--- src/rtl/codma_task_scheduler_if.sv ---
// Requester, DMA-engine and completion signals of the codma task scheduler.
// The master modport is the scheduler side; slave is its environment.
interface codma_task_scheduler_if #(
  parameter int NUM_REQ = 4,
  parameter int DEPTH   = 8
);
  localparam int ID_W  = (NUM_REQ > 1) ? $clog2(NUM_REQ) : 1;
  localparam int CNT_W = $clog2(DEPTH + 1);

  logic                      enable_i;
  logic [NUM_REQ-1:0]        req_valid_i;
  logic [NUM_REQ-1:0][31:0]  req_pointer_i;
  logic [NUM_REQ-1:0]        req_ready_o;
  logic                      start_o;
  logic [31:0]               task_pointer_o;
  logic                      busy_i;
  logic                      done_valid_o;
  logic [ID_W-1:0]           done_id_o;
  logic                      done_err_o;
  logic                      error_o;
  logic [CNT_W-1:0]          queue_count_o;

  modport master (
    input  enable_i, req_valid_i, req_pointer_i, busy_i,
    output req_ready_o, start_o, task_pointer_o, done_valid_o,
           done_id_o, done_err_o, error_o, queue_count_o
  );

  modport slave (
    output enable_i, req_valid_i, req_pointer_i, busy_i,
    input  req_ready_o, start_o, task_pointer_o, done_valid_o,
           done_id_o, done_err_o, error_o, queue_count_o
  );
endinterface

--- src/rtl/codma_task_scheduler.sv ---
// Round-robin task intake, task FIFO and start/busy dispatch front-end
// for the codma_machine DMA engine.
module codma_task_scheduler #(
  parameter int NUM_REQ       = 4,
  parameter int DEPTH         = 8,
  parameter int START_TIMEOUT = 16
) (
  input logic                    clk_i,
  input logic                    reset_n_i,
  codma_task_scheduler_if.master bus
);
  localparam int ID_W  = (NUM_REQ > 1) ? $clog2(NUM_REQ) : 1;
  localparam int AW    = (DEPTH > 1) ? $clog2(DEPTH) : 1;
  localparam int CNT_W = $clog2(DEPTH + 1);
  localparam int TW    = (START_TIMEOUT > 1) ? $clog2(START_TIMEOUT) : 1;
  localparam int EW    = ID_W + 32;

  typedef enum logic [1:0] {IDLE, START, RUN, DONE} state_t;

  state_t             state;
  logic [ID_W-1:0]    rr_ptr;
  logic [ID_W-1:0]    grant_id;
  logic [ID_W-1:0]    scan_idx;
  logic [ID_W-1:0]    cur_id;
  logic [NUM_REQ-1:0] grant;
  logic               grant_any;
  logic               full;
  logic               empty;
  logic               push;
  logic               pop;
  logic [AW-1:0]      wr_ptr;
  logic [AW-1:0]      rd_ptr;
  logic [CNT_W-1:0]   count;
  logic [TW-1:0]      timer;
  logic [EW-1:0]      mem [DEPTH];
  logic [EW-1:0]      head;

  logic               start_q;
  logic [31:0]        task_pointer_q;
  logic               done_valid_q;
  logic [ID_W-1:0]    done_id_q;
  logic               done_err_q;
  logic               error_q;

  assign full  = (count == CNT_W'(DEPTH));
  assign empty = (count == '0);
  assign push  = grant_any;
  assign pop   = (state == IDLE) && bus.enable_i && !empty;
  assign head  = mem[rd_ptr];

  // Full is judged on the registered count, so a same-cycle pop never frees a slot early.
  always_comb begin
    grant     = '0;
    grant_id  = '0;
    grant_any = 1'b0;
    scan_idx  = '0;
    if (!full) begin
      for (int unsigned k = 0; k < NUM_REQ; k++) begin
        scan_idx = ID_W'((32'(rr_ptr) + k) % NUM_REQ);
        if (!grant_any && bus.req_valid_i[scan_idx]) begin
          grant[scan_idx] = 1'b1;
          grant_id        = scan_idx;
          grant_any       = 1'b1;
        end
      end
    end
  end

  always_ff @(posedge clk_i) begin
    if (push) mem[wr_ptr] <= {grant_id, bus.req_pointer_i[grant_id]};
  end

  always_ff @(posedge clk_i or negedge reset_n_i) begin
    if (!reset_n_i) begin
      wr_ptr <= '0;
      rd_ptr <= '0;
      count  <= '0;
      rr_ptr <= '0;
    end else begin
      if (push) begin
        wr_ptr <= wr_ptr + 1'b1;
        rr_ptr <= (grant_id == ID_W'(NUM_REQ - 1)) ? '0 : grant_id + 1'b1;
      end
      if (pop) rd_ptr <= rd_ptr + 1'b1;
      case ({push, pop})
        2'b10:   count <= count + 1'b1;
        2'b01:   count <= count - 1'b1;
        default: ;
      endcase
    end
  end

  always_ff @(posedge clk_i or negedge reset_n_i) begin
    if (!reset_n_i) begin
      state          <= IDLE;
      timer          <= '0;
      cur_id         <= '0;
      start_q        <= 1'b0;
      task_pointer_q <= '0;
      done_valid_q   <= 1'b0;
      done_id_q      <= '0;
      done_err_q     <= 1'b0;
      error_q        <= 1'b0;
    end else begin
      case (state)
        IDLE: begin
          if (pop) begin
            task_pointer_q <= head[31:0];
            cur_id         <= head[EW-1:32];
            start_q        <= 1'b1;
            timer          <= '0;
            state          <= START;
          end
        end
        START: begin
          if (bus.busy_i) begin
            start_q <= 1'b0;
            timer   <= '0;
            state   <= RUN;
          end else if (timer == TW'(START_TIMEOUT - 1)) begin
            start_q      <= 1'b0;
            timer        <= '0;
            error_q      <= 1'b1;
            done_valid_q <= 1'b1;
            done_id_q    <= cur_id;
            done_err_q   <= 1'b1;
            state        <= DONE;
          end else begin
            timer <= timer + 1'b1;
          end
        end
        RUN: begin
          if (!bus.busy_i) begin
            done_valid_q <= 1'b1;
            done_id_q    <= cur_id;
            done_err_q   <= 1'b0;
            state        <= DONE;
          end
        end
        DONE: begin
          done_valid_q <= 1'b0;
          state        <= IDLE;
        end
        default: state <= IDLE;
      endcase
    end
  end

  assign bus.req_ready_o    = grant;
  assign bus.start_o        = start_q;
  assign bus.task_pointer_o = task_pointer_q;
  assign bus.done_valid_o   = done_valid_q;
  assign bus.done_id_o      = done_id_q;
  assign bus.done_err_o     = done_err_q;
  assign bus.error_o        = error_q;
  assign bus.queue_count_o  = count;
endmodule

--- src/flat_wrapper.sv ---
// flat-port wrapper written by rule: the top's interface ports become plain ports
module codma_task_scheduler_flat 
#(
  parameter int NUM_REQ       = 4,
  parameter int DEPTH         = 8,
  parameter int START_TIMEOUT = 16
)
  (clk_i, reset_n_i, bus_enable_i, bus_req_valid_i, bus_req_pointer_i, bus_busy_i, bus_req_ready_o, bus_start_o, bus_task_pointer_o, bus_done_valid_o, bus_done_id_o, bus_done_err_o, bus_error_o, bus_queue_count_o);
  codma_task_scheduler_if #(.NUM_REQ(NUM_REQ), .DEPTH(DEPTH)) bus_i ();
  input logic clk_i;
  input logic reset_n_i;
  input wire logic [$bits(bus_i.enable_i)-1:0] bus_enable_i;
  input wire logic [$bits(bus_i.req_valid_i)-1:0] bus_req_valid_i;
  input wire logic [$bits(bus_i.req_pointer_i)-1:0] bus_req_pointer_i;
  input wire logic [$bits(bus_i.busy_i)-1:0] bus_busy_i;
  output wire logic [$bits(bus_i.req_ready_o)-1:0] bus_req_ready_o;
  output wire logic [$bits(bus_i.start_o)-1:0] bus_start_o;
  output wire logic [$bits(bus_i.task_pointer_o)-1:0] bus_task_pointer_o;
  output wire logic [$bits(bus_i.done_valid_o)-1:0] bus_done_valid_o;
  output wire logic [$bits(bus_i.done_id_o)-1:0] bus_done_id_o;
  output wire logic [$bits(bus_i.done_err_o)-1:0] bus_done_err_o;
  output wire logic [$bits(bus_i.error_o)-1:0] bus_error_o;
  output wire logic [$bits(bus_i.queue_count_o)-1:0] bus_queue_count_o;
  assign bus_i.enable_i = bus_enable_i;
  assign bus_i.req_valid_i = bus_req_valid_i;
  assign bus_i.req_pointer_i = bus_req_pointer_i;
  assign bus_i.busy_i = bus_busy_i;
  assign bus_req_ready_o = bus_i.req_ready_o;
  assign bus_start_o = bus_i.start_o;
  assign bus_task_pointer_o = bus_i.task_pointer_o;
  assign bus_done_valid_o = bus_i.done_valid_o;
  assign bus_done_id_o = bus_i.done_id_o;
  assign bus_done_err_o = bus_i.done_err_o;
  assign bus_error_o = bus_i.error_o;
  assign bus_queue_count_o = bus_i.queue_count_o;
  codma_task_scheduler #(.NUM_REQ(NUM_REQ), .DEPTH(DEPTH), .START_TIMEOUT(START_TIMEOUT)) u_core (.clk_i(clk_i), .reset_n_i(reset_n_i), .bus(bus_i));
endmodule
--- config.mk ---
export PLATFORM = sky130hd
export DESIGN_NAME = codma_task_scheduler_flat
export DESIGN_NICKNAME = d
export VERILOG_FILES = /design/src/rtl/codma_task_scheduler_if.sv /design/src/rtl/codma_task_scheduler.sv /design/src/flat_wrapper.sv
export SDC_FILE = /design/constraint.sdc
export NUM_CORES = 1
export LEC_CHECK = 0
export CAP_MARGIN = 10
export CELL_PAD_IN_SITES_DETAIL_PLACEMENT = 0
export CELL_PAD_IN_SITES_GLOBAL_PLACEMENT = 1
export CORE_ASPECT_RATIO = 1.2
export CORE_MARGIN = 3
export CORE_UTILIZATION = 47
export CTS_CLUSTER_DIAMETER = 200
export CTS_CLUSTER_SIZE = 25
export DETAILED_ROUTE_END_ITERATION = 7
export PLACE_DENSITY_LB_ADDON = 0.1
export RECOVER_POWER = 50
export SLEW_MARGIN = 30
export SYNTH_ARGS = -nofsm -noshare
export SYNTH_HDL_FRONTEND = slang
export SYNTH_SLANG_ARGS = --single-unit
--- constraint.sdc ---
create_clock -name clk_i -period 6.4 [get_ports clk_i]
set_input_delay 1.28 -clock clk_i [delete_from_list [all_inputs] [get_ports clk_i]]
set_output_delay 1.28 -clock clk_i [all_outputs]
set_load 0.005 [all_outputs]
# Word level (Yosys, flattened, before mapping)
# Memory sizes are Yosys's and may differ from the RTL's. A register that Yosys moved wholly into a read port is not among the register bits.
# Index checks and enable logic that the tools add are counted.
[totals]
reg_bits = 24
ramBits = 272
word_cells = 140
output_inout_bits = 46
n_memories = 1
in_bits = 136
[op_classes]
n_eq_ne = 13
n_bitwise = 4
n_reduce_logical = 27
muxes = 66
addsub = 9
n_lt_le_gt_ge = 9
[mem_list]
columns = ["memory", "words", "word_bits", "rd", "rd_clocked_by_memory_dff", "wr", "line_no", "rtl"]
rows = [
  ["u_core.mem", 8, 34, 1, 1, 1, "codma_task_scheduler.sv:35", "logic [EW-1:0] mem [DEPTH];"],
]
[ops]
columns = ["cell", "count"]
rows = [
  ["32-bit binary-select mux with 2-bit select", 1],
  ["4-bit 2-to-1 mux", 11],
  ["32-bit 2-to-1 mux", 1],
  ["2-bit 2-to-1 mux", 13],
  ["1-bit 2-to-1 mux", 25],
  ["4-bit one-hot mux with 2 select lines", 2],
  ["2-bit by 3-bit less-than comparator with 1-bit output, second input constant", 5],
  ["4-bit OR", 3],
  ["1-bit logical AND", 9],
  ["3-bit AND reduction", 3],
  ["4-bit by 1-bit adder with 4-bit output, second input constant", 2],
  ["1-bit binary-select mux with 2-bit select", 4],
  ["1-bit demux with 2-bit select", 4],
  ["2-bit equality test, second input constant", 4],
  ["4-bit equality test, second input constant", 2],
  ["2-bit by 1-bit greater-or-equal comparator with 1-bit output, second input constant", 4],
  ["2-bit one-hot mux with 4 select lines", 1],
  ["4-bit AND reduction", 2],
  ["3-bit by 1-bit adder with 3-bit output, second input constant", 2],
  ["2-bit nonzero test", 3],
  ["1-bit zero test", 5],
  ["2-bit by 1-bit adder with 2-bit output, second input constant", 2],
  ["2-bit adder, second input constant", 2],
  ["2-bit by 1-bit equality test with 1-bit output, second input constant", 2],
  ["other kinds (12)", 16],
]

# Depth between registers and ports, before layout
[depth]
ltp_word = 18
depth_mapped = 13
mapped_depth_nobuf = 11

# Worst setup path before layout
# No wires, ideal clock.
[synth_timing]
path_type = "input port to flip-flop"
startpoint = "input bus_req_valid_i[2]"
endpoint = "memory u_core.mem[0][0] (netlist name), enable pin"
required_time_ns = 5.890
setup_ns = 0.510
path_buffers = 0
path_stages = 4
setup_slack_ns = 0.851
arrival_time_ns = 5.039
cell_sequence = "nor2_1 > a21oi_2 > clkinv_2 > nor4_1"
[synth_between]
elab_chain_cells = 18
elab_cells_between_ends = 24
classes_between = "18 x mux; 6 x reduce/logical"
[synth_rtl]
columns = ["element", "line_no", "rtl"]
rows = [
  ["start: declaration", "flat_wrapper.sv:13", "input wire logic [$bits(bus_i.req_valid_i)-1:0] bus_req_valid_i;"],
  ["1-bit binary-select mux with 2-bit select", "codma_task_scheduler.sv:60", "if (!grant_any && bus.req_valid_i[scan_idx]) begin"],
  ["1-bit 2-to-1 mux (implied by the code)", "codma_task_scheduler.sv:60", ""],
  ["1-bit 2-to-1 mux", "codma_task_scheduler.sv:60", ""],
  ["1-bit 2-to-1 mux", "codma_task_scheduler.sv:57", "if (!full) begin"],
  ["1-bit zero test", "codma_task_scheduler.sv:60", ""],
  ["1-bit logical AND", "codma_task_scheduler.sv:60", ""],
  ["1-bit 2-to-1 mux", "codma_task_scheduler.sv:60", ""],
  ["1-bit 2-to-1 mux", "codma_task_scheduler.sv:57", ""],
  ["[... 2 more ...]", "--", ""],
  ["1-bit 2-to-1 mux", "codma_task_scheduler.sv:60", ""],
  ["1-bit 2-to-1 mux", "codma_task_scheduler.sv:57", ""],
  ["1-bit zero test", "codma_task_scheduler.sv:60", ""],
  ["1-bit logical AND", "codma_task_scheduler.sv:60", ""],
  ["1-bit 2-to-1 mux (*)", "codma_task_scheduler.sv:60", ""],
  ["1-bit 2-to-1 mux (*)", "codma_task_scheduler.sv:57", ""],
  ["1-bit 2-to-1 mux (*)", "codma_task_scheduler.sv:70", "if (push) mem[wr_ptr] <= {grant_id, bus.req_pointer_i[grant_id]};"],
  ["1-bit 2-to-1 mux (implied by the code) (*)", "codma_task_scheduler.sv:70", ""],
  ["end: declaration", "codma_task_scheduler.sv:35", ""],
]
# Every way passes the cells marked *; elsewhere a longest branch is shown, timed or not. The select of a mux whose other input is x is not followed.

# Final worst setup path
[layout_timing]
startpoint = "input bus_req_valid_i[2]"
endpoint = "memory u_core.mem[2][23] (netlist name), enable pin"
# The elaborated chain is that of the path after synthesis.

==> impl_metrics.py <==
metrics = {
    "critical_path": {
        "setup.worst_path.end_class": "flip-flop",
        "critical_path_peak_fanout": 34,
        "critical_path.top_delay_family": "buffers and inverters",
        "worst-path-buf-inv": 3,
        "worst_ep_required_time_ps": 6460,
        "critical_path.startpoint_type": "input pin",
        "slowest_stage": "clkbuf_1",
        "worst-endpoint-arrival_ps": 5480,
        "criticalPathCategory": "input pin to flip-flop",
        "timing.critical_path.slowest_cell_delay_ps": 1930,
        "worstPathCellList": "dlygate4sd3_1 > nor2_1 > a21oi_1 > clkinvlp_2 > nor3_1 > clkbuf_1",
    },
    "routing": {
        "wl_per_cell_microns": 21.0,
        "drc_errors": 0,
        "dr.first_iter.drc_count": 484,
        "routed_via_density": 5.48,
        "routed_wl_microns": 29000,
        "route.antenna.remaining_nets": 0,
        "routed-via-count": 7560,
        "drt-pass1-iter-count": 4,
    },
    "synth": {
        "syn_avg_cell_area_sq_um": 17.6,
        "synth_async_sr_flop_share": 0.176,
        "netlist_top_cells_count": "272 x edfxtp_1, 136 x mux2i_1, 69 x mux4_2",
        "dominantRegCellSynth": "edfxtp_1",
        "ys_top_cells_by_area": "edfxtp_1 58%, mux4_2 11%, dfrtp_1 10%, mux2i_1 9.6%, ha_1 1.8%",
        "share_of_yosys_cell_area_claimed_by_the_top_area_cell_type": 0.577,
        "unique_masters_post_synth": 41,
        "synth_most_common_cell": "edfxtp_1",
        "synth_enable_flop_cells": 272,
        "syn_inst": 803,
        "netlist_area_sq_um": 14100,
        "post-synth-top-area-cell": "edfxtp_1",
        "postSynthNetCount": 959,
        "post_synthesis_sequential_area_ratio": 0.680,
        "ys.warnings.count": 0,
        "ys_seq_elements": 330,
    },
    "floorplanning": {
        "chipWidth_microns": 164,
        "floorplan.rows": 68,
        "fp.coreArea_sq_um": 29200,
        "die_height_microns": 196,
        "dieArea_sq_um": 32200,
        "initial_core_util": 0.485,
        "io_pins": 182,
    },
    "sta": {
        "drv_slew": 366,
        "finalHoldViolCount": 0,
        "hold-worst-slack_ps": 467,
        "setup_violations": 0,
        "setup_repair_after_global_routing_missed_its_margin": "no",
        "relative_slew_slack": -1.63,
        "fin_tns_setup_ps": 0,
        "worst_clock_skew_ps": 25.6,
        "final_min_period_over_clock_period": 0.846,
        "final_critical_path_setup_slack_ps": 984,
        "timing.final.crit_period_ps": 5420,
        "worstMarginPinSlew_ps": 3940,
        "fmax_ghz": 0.185,
    },
    "cts": {
        "clkSlewWorstSetupHoldPaths_ps": 100,
        "tritoncts.num_buffers": 17,
        "ctsHtreeMaxLevel": 1,
        "ctsLongestPathBuffers": 3,
        "cts_hold_buf": 0,
        "cts_setup_buffers": 0,
        "root_buffer": "clkbuf_16",
        "clock-sinks": 330,
        "clock_latency_of_the_later_clocked_register_in_the_worst_skew_pair_ps": 510,
        "post_cts_resize_count": 0,
        "cts_tree": "built",
    },
    "layout": {
        "multiInputGateArea_sq_um": 4310,
        "area_delta_synth_final_pct": 20.0,
        "n_fill_cell": 2302,
        "post_layout_nonfiller_instances": 1379,
        "ff_latch_area_sq_um": 9630,
        "final_cell_area_sq_um": 17000,
        "post_route_cells_drive_above_1_share": 0.122,
        "utilization": 0.581,
        "n_antenna_cell": 0,
        "nets": 1139,
    },
    "grt": {
        "first_global_vias": 7816,
        "grt_overflow": 0,
        "groute.usage.overall": 0.181,
        "maximum_number_of_pins_on_one_net_before_global_route_repair": 59,
        "antenna_found_initial": 0,
        "grt_pass1_wl_microns": 45000,
    },
    "placed_design": {
        "dp_worst_setup_slack_ps": 1490,
        "cell_area_reported_after_detailed_placement_sq_um": 16500,
        "dp.cells": 1349,
        "place.port_buffers": 181,
        "gpl.final_weighted_congestion": 0.743,
        "hpwl_microns": 17700,
    },
    "power": {
        "peakVddDrop_mv": 0.220,
        "power.density_nw_per_um2": 515,
        "totalPowerFinal_mw": 8.74,
        "power_leakage_nw": 6.08,
    },
    "min_path": {
        "worst_min_delay_path_class": "flip-flop to flip-flop",
    },
    "job": {
        "drv.max_cap_violation_count": 10,
    },
    "outcome": {
        "failed_checks": "capacitance limit, slew limit",
        "result_of_the_run": "finished, violations left",
    },
}
-- report_power, final --
group / total, mW / internal, mW / switching [mW]
clock network: 1.17 / 0.517 / 0.650
registers: 4.01 / 3.62 / 0.386
logic: 3.56 / 1.67 / 1.89
-- area by class of cell --
class,instances,share of cell area
well taps,385,0.0284
inverters,11,0.00251
multi-input cells,422,0.254
repair buffers,201,0.118
flip-flops and latches,330,0.567
clock inverters,2,0.00170
clock buffers,28,0.0275
-- cells in the final DEF, fill, tap and decap left out, types with 2 or more instances in the layout --
cell	netlist	final
a21oi_1	47	48
a22o_1	5	5
buf_12	0	5
buf_4	0	6
buf_8	0	2
clkbuf_1	20	19
clkbuf_16	0	17
clkdlybuf4s50_1	0	135
dfrtp_1	58	55
dfrtp_4	0	2
dlygate4sd3_1	0	45
edfxtp_1	272	272
ha_1	20	20
inv_1	10	10
mux2_2	5	5
mux2_4	2	2
mux2i_1	136	135
mux2i_4	1	2
mux4_2	69	69
nand2_1	23	23
nand2b_1	7	7
nand3_1	4	4
nor2_1	53	51
nor2_4	0	2
nor2b_1	3	3
nor3_1	7	6
nor4_1	3	2
o21ai_0	8	8
o22ai_1	2	2
o31ai_1	5	5
xnor2_1	4	4
xor2_1	5	5
-- cell families (layout without fill, tap and decap cells) --
kind of cell / count (synthesis) / after routing / synth area share
AO/OA/AOI/OAI: 73 / 73 / 0.0309
XOR/XNOR: 9 / 9 / 0.00557
adder cells (fa/ha/maj): 20 / 20 / 0.0177
buffers and inverters: 51 / 242 / 0.0175
flip-flops: 330 / 330 / 0.680
multiplexers: 213 / 213 / 0.214
AND/OR/NAND/NOR: 107 / 107 / 0.0345
-- flip-flops by register name (all words and copies together) (netlist names) --
register / flops
u_core.state: 2
u_core.rd_ptr: 3
u_core.bus.done_id_o: 2
u_core.mem: 272
u_core.bus.queue_count_o: 4
u_core.timer: 4
u_core.bus.start_o: 1
u_core.bus.done_err_o: 1
u_core.bus.error_o: 1
u_core.cur_id: 2
u_core.wr_ptr: 3
u_core.rr_ptr: 2
u_core.bus.task_pointer_o: 32
u_core.bus.done_valid_o: 1
-- path summary, 6_finish.rpt --
path	start	endpoint	slack, ps	cells after the start
min reg2reg	u_core.bus.error_o	u_core.bus.error_o	470	1
min	u_core.bus.error_o	u_core.bus.error_o	470	1
min in group asynchronous	reset_n_i	u_core.wr_ptr[2]	2130	1
max	bus_req_valid_i[2]	u_core.mem[2][23]	980	6
max in group asynchronous	reset_n_i	u_core.rd_ptr[1]	1530	1
max reg2reg	u_core.state[1]	u_core.rd_ptr[1]	1550	6
-- routing by layer --
layer	vias to the layer above	global-route usage	routed length (microns)
li1	3515	-	-
met1	3869	0.244	12100
met2	152	0.325	15300
met3	24	0.0190	1140
met4	0	0.0282	327
met5	-	0	0
Note: power is estimated with default switching activity, not from simulation.
